[src/rtl/int_ctrl.sv]
// Vectored interrupt controller: edge/level sources, priority arbitration, ack/EOI service tracking.
// Optional nested servicing is enabled by defining INT_CTRL_NESTING_EN.
module int_ctrl #(
   parameter int unsigned          NUM_SRC    = 4,
   parameter int unsigned          ADDR_W     = 12,
   parameter logic [ADDR_W-1:0]    VEC_BASE   = 12'h010,
   parameter int unsigned          VEC_STRIDE = 16,
   parameter int unsigned          ID_W       = 3
) (
   input  logic               clk,
   input  logic               rst,
   input  logic [NUM_SRC-1:0] src_in,
   input  logic [NUM_SRC-1:0] edge_sel,
   input  logic               gie,
   input  logic [NUM_SRC-1:0] ie,
   input  logic [NUM_SRC-1:0] clr_pend,
   input  logic               irq_ack,
   input  logic               eoi,
   output logic               irq_req,
   output logic [ADDR_W-1:0]  irq_vec,
   output logic [ID_W-1:0]    irq_id,
   output logic [NUM_SRC-1:0] pending,
   output logic [NUM_SRC-1:0] in_service,
   output logic [NUM_SRC-1:0] overflow
);

   typedef enum logic [1:0] {IDLE, REQUEST, SERVICE} state_t;

   state_t             state, state_n;
   logic [NUM_SRC-1:0] src_q;
   logic [NUM_SRC-1:0] edge_det;
   logic [NUM_SRC-1:0] pend_n;
   logic [NUM_SRC-1:0] ovf_n;
   logic [NUM_SRC-1:0] elig;
   logic [NUM_SRC-1:0] req_mask;
   logic [NUM_SRC-1:0] ack_clr;
   logic [NUM_SRC-1:0] isr_n;
   logic               ack_take;
   logic               any_elig;
   logic               found;
   logic [ID_W-1:0]    win_id;
   logic [ADDR_W-1:0]  win_vec;
   logic [ID_W-1:0]    id_n;
   logic [ADDR_W-1:0]  vec_n;
`ifdef INT_CTRL_NESTING_EN
   logic [NUM_SRC-1:0] isr_low;
   logic [NUM_SRC-1:0] isr_below;
`endif

   // Pending/overflow update; a new edge overrides any clear in the same cycle.
   always_comb begin
      edge_det = src_in & ~src_q;
      req_mask = NUM_SRC'(1) << irq_id;
      ack_take = irq_ack && (state == REQUEST);
      ack_clr  = ack_take ? req_mask : '0;
      pend_n   = '0;
      for (int unsigned i = 0; i < NUM_SRC; i++) begin
         if (edge_sel[i])
            pend_n[i] = edge_det[i] | (pending[i] & ~(clr_pend[i] | ack_clr[i]));
         else
            pend_n[i] = src_in[i];
      end
      ovf_n = overflow | (edge_sel & edge_det & pending);
   end

   always_comb begin
      elig     = gie ? (pending & ie) : '0;
      any_elig = |elig;
      win_id   = '0;
      found    = 1'b0;
      for (int unsigned i = 0; i < NUM_SRC; i++) begin
         if (elig[i] && !found) begin
            win_id = ID_W'(i);
            found  = 1'b1;
         end
      end
      win_vec = VEC_BASE + ADDR_W'(32'(win_id) * VEC_STRIDE);
`ifdef INT_CTRL_NESTING_EN
      isr_low   = in_service & (~in_service + NUM_SRC'(1));
      isr_below = isr_low - NUM_SRC'(1);
`endif
   end

   always_comb begin
      state_n = state;
      id_n    = irq_id;
      vec_n   = irq_vec;
      isr_n   = in_service;
      case (state)
         IDLE: begin
            if (any_elig) begin
               state_n = REQUEST;
               id_n    = win_id;
               vec_n   = win_vec;
            end
         end
         REQUEST: begin
            if (ack_take) begin
               isr_n = in_service | req_mask;
`ifdef INT_CTRL_NESTING_EN
               if (eoi)
                  isr_n = isr_n & (isr_n - NUM_SRC'(1));
`endif
               state_n = (isr_n == '0) ? IDLE : SERVICE;
            end else if ((elig & req_mask) == '0) begin
               // Withdrawn nested request falls back to the handler still in service.
               state_n = (in_service == '0) ? IDLE : SERVICE;
            end
         end
         SERVICE: begin
            if (eoi) begin
               isr_n = in_service & (in_service - NUM_SRC'(1));
               if (isr_n == '0)
                  state_n = IDLE;
            end
`ifdef INT_CTRL_NESTING_EN
            else if ((elig & isr_below) != '0) begin
               state_n = REQUEST;
               id_n    = win_id;
               vec_n   = win_vec;
            end
`endif
         end
         default: state_n = IDLE;
      endcase
   end

   always_ff @(posedge clk) begin
      if (rst) begin
         state      <= IDLE;
         src_q      <= '1;
         pending    <= '0;
         overflow   <= '0;
         in_service <= '0;
         irq_id     <= '0;
         irq_vec    <= VEC_BASE;
      end else begin
         state      <= state_n;
         src_q      <= src_in;
         pending    <= pend_n;
         overflow   <= ovf_n;
         in_service <= isr_n;
         irq_id     <= id_n;
         irq_vec    <= vec_n;
      end
   end

   assign irq_req = (state == REQUEST);

endmodule

[config.mk]
export PLATFORM = sky130hd
export DESIGN_NAME = int_ctrl
export DESIGN_NICKNAME = d
export VERILOG_FILES = /design/src/rtl/int_ctrl.sv
export SDC_FILE = /design/constraint.sdc
export NUM_CORES = 1
export LEC_CHECK = 0
export ABC_AREA = 0
export BUFFER_PORTS_ARGS = -buffer_cell sky130_fd_sc_hd__buf_2
export CORE_MARGIN = 2
export CORE_UTILIZATION = 30
export CTS_BUF_LIST = sky130_fd_sc_hd__clkbuf_16
export DETAILED_ROUTE_END_ITERATION = 12
export GPL_TIMING_DRIVEN = 0
export PLACE_DENSITY = 0.62
export REMOVE_ABC_BUFFERS = 1
export SLEW_MARGIN = 20
export SYNTH_ARGS = -nofsm -noshare
export SYNTH_HDL_FRONTEND = slang
export SYNTH_SLANG_ARGS = --single-unit
[constraint.sdc]
create_clock -name clk -period 1.35 [get_ports clk]
set_input_delay 0.2025 -clock clk [delete_from_list [all_inputs] [get_ports clk]]
set_output_delay 0.2025 -clock clk [all_outputs]
set_load 0.01 [all_outputs]
* After elaboration in Yosys (flattened, before gate mapping)
Index checks and enable logic that the tools add are counted.
** Storage, ports and cells
- Bits in registers :: 33
- Word-level logic and storage cells :: 82
** Operators by class
- Add/sub/neg operators :: 2
- Equal/unequal tests :: 7
- Shift operators :: 1
- Muxes and demuxes :: 23
- Bitwise operators :: 25
- Reductions and logical operators :: 17
** Operator list (count)
- 4-bit bitwise AND :: 6
- 4-bit zero test :: 4
- 4-bit 2-to-1 mux :: 4
- 2-bit 2-to-1 mux :: 7
- 5-bit by 7-bit adder with 8-bit output (first input constant) :: 1
- 1-bit 2-to-1 mux :: 8
- 1-bit bitwise OR :: 8
- 4-bit bitwise OR :: 2
- 4-bit case mux with 2 select lines :: 1
- 3-bit 2-to-1 mux :: 2
- 2-bit inequality test (second input constant) :: 3
- 2-bit case mux with 3 select lines :: 1
- 1-bit bitwise AND :: 4
- 1-bit logical AND :: 4
- 1-bit NOT :: 4
- 4-bit NOT :: 1
- 4-bit AND reduction :: 1
- 4-bit OR reduction :: 1
- 1-bit by 3-bit << shifter with 4-bit output (first input constant) :: 1
- 4-bit by 1-bit subtractor with 4-bit output (second input constant) :: 1
- 1-bit zero test :: 3
- 3-bit by 1-bit inequality test with 1-bit output (second input constant) :: 1
- 3-bit AND reduction :: 1
- 2-bit by 1-bit equality test with 1-bit output (second input constant) :: 1
- 5 further kinds :: 5

* Logic depth before layout (Yosys ltp)
- Depth in word-level cells :: 13
- Depth in mapped cells :: 6

* Least setup slack after synthesis
No wires, ideal clock.
- Path type :: register -> register
- Start point :: reg irq_id[0]
- End point :: reg state[1]
- Setup time :: 0.117 ns
- Data arrival time :: 1.368 ns
- Data required time :: 1.233 ns
- Slack :: -0.135 ns
- Stages on the path, launching flop included :: 4
- Period minus slack after synthesis :: 1.485 ns
- Cell sequence :: dfxtp_1 mux4_2 nand4bb_1 a22o_1
** On the way
- Cells in the longest elaborated chain, start to end :: 6
- Elaborated cells on any way between the ends :: 10
- Classes of those cells :: 1 x eq/ne; 1 x shift; 3 x mux; 2 x bitwise; 3 x reduce/logical
** Ends and longest elaborated chain
- start: declaration :: line 21 : output logic [ID_W-1:0] irq_id,
- start signal: assignment :: line 143 : irq_id <= id_n;
- 1-bit by 3-bit << shifter with 4-bit output (*) :: line 53 : req_mask = NUM_SRC'(1) << irq_id;
- 4-bit bitwise OR :: line 99 : isr_n = in_service | req_mask;
- 4-bit zero test :: line 104 : state_n = (isr_n == '0) ? IDLE : SERVICE;
- 2-bit 2-to-1 mux :: line 104
- 2-bit 2-to-1 mux :: line 98 : if (ack_take) begin
- 2-bit case mux with 3 select lines :: line 89 : case (state)
- end signal: assignment :: line 138 : state <= state_n;
- end: declaration :: line 29 : state_t state, state_n;
Mark *: on every way between the ends. The rest lies on a longest branch, timed or not.
A chain may end at the register's enable or synchronous reset.

* Final worst setup path
- Start point :: reg pending[3]
- End point :: reg state[1]
** On the way
- Cells in the longest elaborated chain, start to end :: 6
- Elaborated cells on any way between the ends :: 8
- Classes of those cells :: 2 x eq/ne; 1 x mux; 2 x bitwise; 3 x reduce/logical
** Ends and longest elaborated chain
- start: declaration :: line 22 : output logic [NUM_SRC-1:0] pending,
- start signal: assignment :: line 140 : pending <= pend_n;
- 4-bit bitwise AND (*) :: line 67 : elig = gie ? (pending & ie) : '0;
- 4-bit 2-to-1 mux (*) :: line 67
- 4-bit bitwise AND :: line 105 : end else if ((elig & req_mask) == '0) begin
- 4-bit zero test :: line 105
- 3-bit by 1-bit inequality test with 1-bit output (no line)
- 4-bit AND reduction (no line) (*)
Marks and branches as above.

==> impl_metrics.yaml <==
min_path:
  worstHoldStart: "src_in[3]"
  min_path_cells: 2
  min_to: "src_q[3]$_SDFF_PP1_"
  hold_class: "input port to register"
detailed_routing:
  vias_per_cell: 4.75
  ant_nets: 0
  vias: 1031
  dr.pass1.iters: 4
  drc_errors: 0
  finalWirelength_mm: 2.71
  drt_iter0_markers: 17
  wire_per_inst_um: 12.5
setup_path:
  reg2reg_to: "state[1]$_SDFFE_PP0P_"
  ff2ff_path_depth: 4
  crit_path_cell_trace: "nand2_1, mux4_2, nand4bb_1, a22o_1"
  startpoint_type: "register"
  cp_slowest_cell: "mux4_2"
  worstSetupEndpointType: "register"
  crit_family: "multiplexers"
  crit_path_max_incr_delay_ns: 0.46
  r2r_slack_ns: -0.06
  r2r_start: "pending[3]$_SDFF_PP0_"
  cp_max_fo: 4
  critPathKind: "register to register"
  cp.required_ns: 1.51
  cp.arrival_ns: 1.56
  path_buf_inv: 0
global_routing:
  antenna_found_initial: 0
  grt.total_usage_pct: 13.5
  grt_pass1_vias: 969
  grt_max_degree: 25
  grt_overflow: 0
  grt_pass1_wl_mm: 4.29
die:
  fp.dieArea_um2: 4120
  io_pins: 49
  die_w_um: 64.2
  initial_utilization_pct: 31.8
  die_h_um: 64.2
  core_area_um2: 3420
  row_count: 21
timing:
  report.final.hold_viol_count: 0
  rsz0062_at_grt: "true"
  setup_viol: 2
  slew_violations: 0
  fin_skew_ns: 0.00268
  period_minus_slack_ns: 1.41
  fin_crit_sh_pct: 104
  fin_ws_ns: -0.0581
  fmax_mhz: 710
  hold_ws_ns: 0.160
cts:
  cts_buffers: 3
  clkLatencyLatePin_ns: 0.26
  hold_buffers: 0
  cts_tree: "yes"
  htree_levels: 1
  cts_buffer_depth: 2
  clk_pin_slew_ns: 0.06
  cts-root-buf: "clkbuf_16"
  numClockSinks: 23
final_layout:
  antenna_cells: 0
  drive_above_1_share_pct: 44.4
  syn_to_final_growth_pct: 41.4
  final_nets: 194
yosys:
  yosysTopAreaCell: "dfxtp_1"
  synthArstFlopShare_pct: 0
  ys_seq_elements: 23
  synth_cell_types: 36
  synth_top_area_share_pct: 42.3
  synth_edf_count: 0
  synth_area_leaders: "dfxtp_1, buf_4, nand2_1, a21oi_1, nor2_1"
  synth_cells: 122
  yosysWarnings: 0
  avgSynthCellArea_um2: 8.91
  synth_area_um2: 1090
  ys_seq_area_share_pct: 42.3
  synth_flop_cell: "dfxtp_1"
outcome:
  outcome: "finished with violations"
  failed_checks: "negative setup slack"
pwr:
  power.density_nw_per_um2: 1020
  p_leak_nw: 0.718
  irDropWorstVdd_mv: 0.502
  power.total_w: 0.00157
flow_run:
  max_cap_viol_count: 0
placement:
  dpl_worst_slack_ns: -0.193
  dp_hpwl_mm: 1.87
  gp_congestion: 0.795
  io_buffer_count: 38
power by group:
part,internal (W),total [W],switching (W)
Clock,0.000399,0.000652,0.000253
Sequential,0.000694,0.000717,0.0000224
Combinational,0.000102,0.000207,0.000105
logic make-up after synthesis:
group                    Yosys count  share of synthesized area (%)
AO/OA/AOI/OAI                     24                           15.8
adder cells (fa/ha/maj)            1                           1.15
buffers and inverters             18                           9.67
flip-flops                        23                           42.3
multiplexers                       3                           3.91
other                              1                          0.345
AND/OR/NAND/NOR                   52                           26.8
flip-flops by register name, indices dropped and copies added (netlist names):
name	cells
in_service	4
overflow	4
pending	4
src_q	4
irq_vec	3
irq_id	2
state	2
how the worst max path moves through the flow:
stage / start / end / slack (ns) / cells past startpoint
floorplan: irq_id[0]$_SDFFE_PP0P_ / state[1]$_SDFFE_PP0P_ / -0.14 / 3
CTS: pending[2]$_SDFF_PP0_ / state[1]$_SDFFE_PP0P_ / -0.05 / 4
global route: pending[3]$_SDFF_PP0_ / state[1]$_SDFFE_PP0P_ / -0.10 / 4
finish: pending[3]$_SDFF_PP0_ / state[1]$_SDFFE_PP0P_ / -0.06 / 4
global placement: irq_id[0]$_SDFFE_PP0P_ / state[1]$_SDFFE_PP0P_ / -0.18 / 3
detailed placement: irq_id[0]$_SDFFE_PP0P_ / state[1]$_SDFFE_PP0P_ / -0.19 / 3
placed cells by master (no fill, tap or decap), drive strengths merged, types with 2 or more instances in the layout:
master / synthesis / layout
or2: 4 / 4
dfxtp: 23 / 23
nand4b: 3 / 3
nor3: 2 / 2
a21oi: 8 / 8
a211oi: 3 / 3
buf: 10 / 48
a41oi: 4 / 4
inv: 6 / 6
conb: 1 / 10
nor2: 10 / 10
o21ai: 2 / 2
or3: 2 / 2
mux2i: 2 / 2
nor3b: 3 / 3
nand2: 17 / 17
clkbuf: 2 / 3
a22o: 3 / 3
nor4b: 2 / 2
per-stage QoR:
step	cells	area (um2)	util (%)	setup TNS, ns
final	217	1540	45.0	-0.0961
after global routing	217	1540	45.0	-0.311
after CTS	215	1460	42.8	-0.0890
after detailed placement	203	1290	37.7	-0.509
after global placement	203	1290	37.7	-0.426
after floorplan	119	1040	-	-0.201
final cells by class:
| type | count | area (um2) |
|---|---|---|
| clock buffers | 3 | 75.1 |
| clock inverters | 1 | 5.00 |
| fillers | 347 | 1880 |
| inverters | 6 | 22.5 |
| multi-input cells | 90 | 616 |
| flip-flops and latches | 23 | 484 |
| well taps | 46 | 57.6 |
| repair buffers | 48 | 278 |
synthesized netlist by cell type, types with 2 or more instances:
library cell	instances
nor3b_1	2
buf_4	10
clkbuf_1	2
inv_1	6
nand4b_1	3
nand2_1	17
nor3_1	2
or3_1	2
nor2_1	10
nor4b_1	2
a41oi_1	4
a21oi_1	8
dfxtp_1	23
a211oi_1	3
a22o_1	3
mux2i_1	2
or2_2	4
what timing repair did:
| action | in CTS | in global routing |
|---|---|---|
| setup endpoints to repair | 6 | 7 |
| buffers inserted | 8 | 2 |
| gates resized for setup | 12 | 13 |
| pin swaps | 3 | 4 |
layer usage:
metal | global-route usage, % | vias to the layer above | wire length, um
met2 | 20.3 | 41 | 1190
met3 | 4.05 | 5 | 263
met4 | 8.78 | 0 | 66
met5 | 0 | - | 0
li1 | - | 515 | -
met1 | 16.7 | 470 | 1190
Note: power is estimated with default switching activity, not from simulation.
